**config.mk**
```make
export PLATFORM = sky130hd
export DESIGN_NAME = axi_lite_master
export DESIGN_NICKNAME = d
export VERILOG_FILES = /design/src/rtl/axi_lite_master.sv
export SDC_FILE = /design/constraint.sdc
export NUM_CORES = 1
export LEC_CHECK = 0
export CORE_ASPECT_RATIO = 1.25
export CORE_MARGIN = 4
export CORE_UTILIZATION = 45
export CTS_CLUSTER_SIZE = 10
export DETAILED_ROUTE_END_ITERATION = 8
export PLACE_DENSITY = 0.85
export SYNTH_ARGS = -nofsm -noshare
export SYNTH_HDL_FRONTEND = slang
export SYNTH_SLANG_ARGS = --single-unit
export TNS_END_PERCENT = 30
```
**constraint.sdc**
```tcl
create_clock -name ACLK -period 4.2 [get_ports ACLK]
set_clock_uncertainty 0.05 [all_clocks]
set_input_delay 0.84 -clock ACLK [delete_from_list [all_inputs] [get_ports ACLK]]
set_output_delay 0.84 -clock ACLK [all_outputs]
set_load 0.005 [all_outputs]
```
**src/rtl/axi_lite_master.sv**
```systemverilog
// Single-outstanding AXI4-Lite initiator: a command/response port in front of AW/W/B and AR/R.
// A per-transaction watchdog aborts hung transfers and reports them as SLVERR with a timeout flag.
module axi_lite_master #(
    parameter int ADDR_W  = 32,
    parameter int DATA_W  = 32,
    parameter int TIMEOUT = 256
) (
    input  logic              ACLK,
    input  logic              ARESETn,
    input  logic              cmd_valid,
    output logic              cmd_ready,
    input  logic              cmd_write,
    input  logic [ADDR_W-1:0] cmd_addr,
    input  logic [DATA_W-1:0] cmd_wdata,
    output logic              rsp_valid,
    output logic [DATA_W-1:0] rsp_rdata,
    output logic [1:0]        rsp_resp,
    output logic              rsp_timeout,
    output logic [ADDR_W-1:0] AWADDR,
    output logic              AWVALID,
    input  logic              AWREADY,
    output logic [DATA_W-1:0] WDATA,
    output logic              WVALID,
    input  logic              WREADY,
    input  logic [1:0]        BRESP,
    input  logic              BVALID,
    output logic              BREADY,
    output logic [ADDR_W-1:0] ARADDR,
    output logic              ARVALID,
    input  logic              ARREADY,
    input  logic [DATA_W-1:0] RDATA,
    input  logic [1:0]        RRESP,
    input  logic              RVALID,
    output logic              RREADY
);

    localparam logic [2:0] S_IDLE = 3'd0;
    localparam logic [2:0] S_WR   = 3'd1;
    localparam logic [2:0] S_WB   = 3'd2;
    localparam logic [2:0] S_RA   = 3'd3;
    localparam logic [2:0] S_RD   = 3'd4;
    localparam logic [2:0] S_DONE = 3'd5;

    localparam int               CNT_W    = (TIMEOUT < 2) ? 1 : $clog2(TIMEOUT + 1);
    localparam logic [CNT_W-1:0] CNT_LAST = CNT_W'((TIMEOUT == 0) ? 0 : TIMEOUT - 1);

    logic [2:0]        r_state;
    logic [CNT_W-1:0]  r_cnt;
    logic              r_awvalid;
    logic              r_wvalid;
    logic              r_bready;
    logic              r_arvalid;
    logic              r_rready;
    logic [ADDR_W-1:0] r_awaddr;
    logic [ADDR_W-1:0] r_araddr;
    logic [DATA_W-1:0] r_wdata;
    logic              r_rsp_valid;
    logic [DATA_W-1:0] r_rsp_rdata;
    logic [1:0]        r_rsp_resp;
    logic              r_rsp_timeout;

    logic w_busy;
    logic w_expire;
    logic w_ar_hs;
    logic w_b_hs;
    logic w_r_hs;
    logic w_finish;
    logic w_abort;
    logic w_aw_clear;
    logic w_w_clear;

    assign w_busy   = (r_state == S_WR) || (r_state == S_WB) ||
                      (r_state == S_RA) || (r_state == S_RD);
    assign w_expire = (TIMEOUT != 0) && w_busy && (r_cnt == CNT_LAST);

    // RREADY is raised combinationally on the AR handshake cycle so an early R beat is taken too.
    assign w_ar_hs  = (r_state == S_RA) && r_arvalid && ARREADY;
    assign w_b_hs   = r_bready && BVALID;
    assign w_r_hs   = (r_rready || w_ar_hs) && RVALID;
    assign w_finish = w_b_hs || w_r_hs;
    // A response arriving on the expiry cycle is still honoured; otherwise the watchdog wins.
    assign w_abort  = w_expire && !w_finish;

    assign w_aw_clear = !r_awvalid || AWREADY;
    assign w_w_clear  = !r_wvalid || WREADY;

    always_ff @(posedge ACLK) begin
        if (!ARESETn) begin
            r_state       <= S_IDLE;
            r_cnt         <= '0;
            r_awvalid     <= 1'b0;
            r_wvalid      <= 1'b0;
            r_bready      <= 1'b0;
            r_arvalid     <= 1'b0;
            r_rready      <= 1'b0;
            r_awaddr      <= '0;
            r_araddr      <= '0;
            r_wdata       <= '0;
            r_rsp_valid   <= 1'b0;
            r_rsp_rdata   <= '0;
            r_rsp_resp    <= 2'b00;
            r_rsp_timeout <= 1'b0;
        end else begin
            r_rsp_valid <= 1'b0;
            if (w_busy) begin
                r_cnt <= r_cnt + CNT_W'(1);
            end
            if (w_finish || w_abort) begin
                r_state       <= S_DONE;
                r_rsp_valid   <= 1'b1;
                r_awvalid     <= 1'b0;
                r_wvalid      <= 1'b0;
                r_bready      <= 1'b0;
                r_arvalid     <= 1'b0;
                r_rready      <= 1'b0;
                r_rsp_timeout <= w_abort;
                r_rsp_resp    <= w_abort ? 2'b10 : (w_b_hs ? BRESP : RRESP);
                r_rsp_rdata   <= (w_r_hs && !w_abort) ? RDATA : '0;
            end else begin
                case (r_state)
                    S_IDLE: begin
                        if (cmd_valid) begin
                            r_cnt <= '0;
                            if (cmd_write) begin
                                r_awaddr  <= cmd_addr;
                                r_wdata   <= cmd_wdata;
                                r_awvalid <= 1'b1;
                                r_wvalid  <= 1'b1;
                                r_state   <= S_WR;
                            end else begin
                                r_araddr  <= cmd_addr;
                                r_arvalid <= 1'b1;
                                r_state   <= S_RA;
                            end
                        end
                    end
                    S_WR: begin
                        if (AWREADY) begin
                            r_awvalid <= 1'b0;
                        end
                        if (WREADY) begin
                            r_wvalid <= 1'b0;
                        end
                        if (w_aw_clear && w_w_clear) begin
                            r_bready <= 1'b1;
                            r_state  <= S_WB;
                        end
                    end
                    S_RA: begin
                        if (ARREADY) begin
                            r_arvalid <= 1'b0;
                            r_rready  <= 1'b1;
                            r_state   <= S_RD;
                        end
                    end
                    S_WB, S_RD: begin
                    end
                    S_DONE: begin
                        r_state <= S_IDLE;
                    end
                    default: begin
                        r_state <= S_IDLE;
                    end
                endcase
            end
        end
    end

    assign cmd_ready   = (r_state == S_IDLE);
    assign rsp_valid   = r_rsp_valid;
    assign rsp_rdata   = r_rsp_rdata;
    assign rsp_resp    = r_rsp_resp;
    assign rsp_timeout = r_rsp_timeout;
    assign AWADDR      = r_awaddr;
    assign AWVALID     = r_awvalid;
    assign WDATA       = r_wdata;
    assign WVALID      = r_wvalid;
    assign BREADY      = r_bready;
    assign ARADDR      = r_araddr;
    assign ARVALID     = r_arvalid;
    assign RREADY      = r_rready || w_ar_hs;

endmodule

```
# Word level (Yosys, flattened, before mapping)
# Index checks and enable logic that the tools add are counted.
dict set report word_totals {
  ff_bits 149
  out_inout_bits 138
}
dict set report classes {
  n_addsub 1
  n_eq_ne 16
  mux 24
  bitwise 4
  n_reduce_logical 34
}
# op n
set op_table {}
lappend op_table {{9-bit 2-to-1 mux} 4}
lappend op_table {{32-bit 2-to-1 mux} 1}
lappend op_table {{4-bit AND reduction} 7}
lappend op_table {{3-bit 2-to-1 mux} 4}
lappend op_table {{2-bit != test, second input constant} 6}
lappend op_table {{3-bit case mux with 4 select lines} 1}
lappend op_table {{9-bit by 1-bit adder with 9-bit output, second input constant} 1}
lappend op_table {{9-bit by 8-bit equality test with 1-bit output, second input constant} 1}
lappend op_table {{1-bit logical AND} 8}
lappend op_table {{1-bit logical OR} 8}
lappend op_table {{1-bit 2-to-1 mux} 8}
lappend op_table {{3-bit by 2-bit equality test with 1-bit output, second input constant} 2}
lappend op_table {{2-bit 2-to-1 mux} 3}
lappend op_table {{3-bit by 2-bit != test with 1-bit output, second input constant} 2}
lappend op_table {{1-bit case mux with 2 select lines} 3}
lappend op_table {{1-bit logical NOT} 4}
lappend op_table {{2-bit by 1-bit != test with 1-bit output, second input constant} 2}
lappend op_table {{1-bit NOT} 4}
lappend op_table {{2-bit AND reduction} 2}
lappend op_table {{2-bit nonzero test} 2}
lappend op_table {{2-bit OR reduction} 2}
lappend op_table {{3-bit by 1-bit equality test with 1-bit output, second input constant} 1}
lappend op_table {{3-bit equality test, second input constant} 1}
lappend op_table {{3-bit logical NOT} 1}
lappend op_table {{3-bit by 1-bit != test with 1-bit output, second input constant} 1}

# Depth between registers and ports, before layout
dict set report depth {
  depth_word 11
  mapped_depth 9
  depth_no_buf 7
}

# Least setup slack after synthesis
# No wires, ideal clock.
dict set report synth_path {
  path_kind {input to register}
  from {in ARREADY}
  to {reg r_araddr[10] (netlist: ARADDR[10])}
  setup_time_ns 0.072
  t_arrival_ns 2.184
  required_time_ns 4.078
  path_slack_ns 1.895
  cell_stages 7
  path_buffers 3
  cell_sequence {and4b_1 buf_2 a31o_1 buf_4 nor3_4 buf_6 mux2i_1}
}
dict set report synth_between {
  elab_chain_len 9
}
# item line_no
set synth_lines {}
lappend synth_lines {{start, declared} 30} ;# input logic ARREADY,
lappend synth_lines {{1-bit logical AND (*)} 77} ;# assign w_ar_hs = (r_state == S_RA) && r_arvalid && ARREADY;
lappend synth_lines {{1-bit logical OR (*)} 79} ;# assign w_r_hs = (r_rready || w_ar_hs) && RVALID;
lappend synth_lines {{1-bit logical AND (*)} 79}
lappend synth_lines {{1-bit logical OR (*)} 80} ;# assign w_finish = w_b_hs || w_r_hs;
lappend synth_lines {{1-bit logical NOT} 82} ;# assign w_abort = w_expire && !w_finish;
lappend synth_lines {{1-bit logical AND} 82}
lappend synth_lines {{1-bit logical OR (*)} 108} ;# if (w_finish || w_abort) begin
lappend synth_lines {{1-bit NOT (no source line) (*)} n/a}
lappend synth_lines {{4-bit AND reduction (no source line) (*)} n/a}
lappend synth_lines {{end signal, assigned} 131} ;# r_araddr <= cmd_addr;
lappend synth_lines {{end, declared} 55} ;# logic [ADDR_W-1:0] r_araddr;
# Mark *: on every way between the ends. The rest lies on a longest branch, timed or not.
# A chain may end at the register's enable or synchronous reset.

# Worst setup path after layout
dict set report layout_path {
  from {in ARREADY}
  to {out RREADY}
}
dict set report layout_between {
  elab_chain_len 2
}
# item line_no
set layout_lines {}
lappend layout_lines {{1-bit logical AND} 77}
lappend layout_lines {{1-bit logical OR} 181} ;# assign RREADY = r_rready || w_ar_hs;
lappend layout_lines {{end, declared} 34} ;# output logic RREADY
# No other way between the ends.

==> run_results.csv <==
group,metric,value,unit
clocking,cts.sinks,149,
sta,post-route-period-util,0.770,
sta,maxSlewViolCount,0,
layout,utilization,0.719,
min_path,hp-start,"ARADDR[4]",
layout,final_cell_mix,"245 x clkdlybuf4s50_1, 168 x nand2_1, 149 x dfxtp_1",
clocking,worstSkewPairLatency,420,ps
routing,wl_per_cell,16.3,um
routing,via_count,4943,
yosys,synth_top_area_frac,0.527,
layout,antenna_cells,0,
clocking,cts_tree,"done",
die,core-area,12200,sq um
die,ioPinCount,247,
yosys,yosys-top-cells-area,"dfxtp_1 53%, mux2i_1 17%, nand2_1 11%",
die,start_util,0.463,
yosys,ys.flop_type,"dfxtp_1",
clocking,cts_max_level,4,
global_routing,grt_pass1_vias,5137,
sta,holdWs,406,ps
clocking,cts_resized,0,
die,dieWidth,108,um
global_routing,grtUsageMet1,0.231,
layout,final_common_cell,"clkdlybuf4s50_1",
clocking,cts_setup_buffers,0,
clocking,cts_root_buffer,"clkbuf_16",
clocking,cts_buffers,17,
yosys,synth_seq_area_share,0.527,
global_routing,use_met3,0.0785,
placed_design,io_buffers,246,
sta,max_slew_margin,0.429,
global_routing,grt_util_all_layers,0.216,
yosys,avgSynthCellArea,9.82,sq um
sta,tightest_slew,857,ps
yosys,syn-num-nets,687,
sta,timing.fmax,0.309,GHz
yosys,synth-async-reset-ratio,0,
sta,rsz0062_at_grt,"no",
worst_setup_path,critical_path.endpoint_type,"output pin",
routing,drc,0,
routing,via_per_inst,5.03,
placed_design,hpwl,11500,um
worst_setup_path,reg2reg_from,"r_state[2]",
worst_setup_path,crit_required,3310,ps
yosys,syn_area,5660,sq um
global_routing,gr-max-usage-layer,"met2",
yosys,synth_seq_cells,149,
placed_design,routabilityCongestion,0.800,
min_path,min_path_cells,2,
job,cap_violations,0,
die,dieArea,14400,sq um
worst_setup_path,critPathLaunch,"ARREADY",
power,power_density,445,nW/um^2
global_routing,grt_pass1_wl,24800,um
yosys,synth-edff-count,0,
worst_setup_path,cp_max_fo,7,
worst_setup_path,cp.arrival,2340,ps
worst_setup_path,r2r_slack,1910,ps
sta,fin_crit,3230,ps
clocking,cts_hold_buf,0,
placed_design,dpl.cell_count,951,
layout,instances_no_fill,982,
power,peakVddDrop,0.223,mV
worst_setup_path,reg2reg_depth,5,
yosys,yosysWarningCount,0,
layout,drive_gt1_frac,0.0538,
sta,setup_viol,0,
status,status,"finished, final reports clean",
min_path,worst_hold_path_type,"reg -> reg",
layout,final_nets,917,
worst_setup_path,cp-start-kind,"input port",
clocking,cts.clk_slew.worst_paths,60,ps
yosys,synth_cell_type_count,40,
min_path,whs_endpoint,"ARADDR[4]",
global_routing,antenna_found_initial,0,
global_routing,grt.overflow.total,0,
worst_setup_path,reg2reg_to,"ARADDR[17]",
routing,drt_wl_total,16000,um
sta,hold_viol_final,0,
routing,postRouteAntennaNets,0,
clocking,cts_max_path_buffers,2,
yosys,syn_inst,576,
sta,tns,0,ps
layout,area_delta_synth_final,55.3,%
worst_setup_path,worstSetupPathType,"in -> out",
yosys,yosysTopAreaCell,"dfxtp_1",
global_routing,grt_start_max_net_pins,90,
routing,drt-pass1-iter-count,4,
power,leakage,3.29,nW
die,placementRows,45,
routing,drt_iter0_drc,174,
die,die_h,133,um
global_routing,grt_use_met2,0.374,
[synthesized netlist by cell type, drive strengths merged (2+ instances only)]
| library cell | number |
|---|---|
| xor2 | 6 |
| nor3 | 3 |
| inv | 6 |
| clkbuf | 24 |
| and2 | 2 |
| a21o | 2 |
| nand2b | 3 |
| ha | 2 |
| nand4b | 2 |
| nor2 | 16 |
| mux2i | 97 |
| nand2 | 168 |
| nor3b | 2 |
| nand3 | 8 |
| a31oi | 2 |
| a22o | 33 |
| a311oi | 2 |
| dfxtp | 149 |
| nand4 | 4 |
| o21ai | 4 |
| and3 | 5 |
| a21oi | 9 |
| buf | 17 |
[flip-flops by register name, indices dropped and copies added, names as in the netlist, 2 cells and up]
register   cells
WDATA         32
rsp_resp       2
r_state        3
AWADDR        32
ARADDR        32
rsp_rdata     32
r_cnt          9
[critical path: stages]
cell and delay, ps:
clkdlybuf4s50_1 500, and4b_1 340, a21o_1 170, clkdlybuf4s50_1 500
[kinds of logic (layout without fill, tap and decap cells)]
logic type / Yosys count / in the layout / synth area share
buffers and inverters: 47 / 289 / 0.0453
XOR/XNOR: 6 / 6 / 0.00929
AO/OA/AOI/OAI: 55 / 55 / 0.0745
AND/OR/NAND/NOR: 219 / 219 / 0.166
multiplexers: 98 / 98 / 0.174
adder cells (fa/ha/maj): 2 / 2 / 0.00442
flip-flops: 149 / 149 / 0.527
[per-layer routing]
metal,part of all wire,up-vias
li1,-,2417
met1,0.39,2287
met2,0.49,211
met3,0.094,28
met4,0.028,0
met5,0,-
[where the power goes]
| group | switching (mW) | leakage [nW] | internal, mW |
|---|---|---|---|
| clock | 0.613 | 0.298 | 1.02 |
| combinational | 0.293 | 1.78 | 0.389 |
| sequential | 0.0742 | 1.21 | 1.52 |
| total | 0.980 | 3.29 | 2.93 |
[layout make-up]
class                      count  area [sq um]
sequential                   149          2980
inverter                       6          22.5
clock buffer                  18           439
multi-input combinational    380          2420
fill                         895          3430
clock inverter                13           196
timing repair buffer         252          2520
tap                          164           205
[stage by stage]
stage	instance area (sq um)	total power [mW]	setup slack, ps
floorplan	5660	1.96	1890
global placement	8150	2.28	986
detailed placement	8150	2.31	964
CTS	8790	3.94	958
global route	8790	4.06	895
finish	8790	3.91	967
[how the worst max path moves through the flow]
| stage | to | slack, ps | cells past startpoint |
|---|---|---|---|
| after floorplan | ARADDR[10] | 1890 | 7 |
| after global placement | RREADY | 990 | 4 |
| after detailed placement | RREADY | 960 | 4 |
| after CTS | RREADY | 960 | 4 |
| after global routing | RREADY | 900 | 4 |
| final | RREADY | 970 | 4 |
No activity file was read; power rests on OpenSTA's default activity.
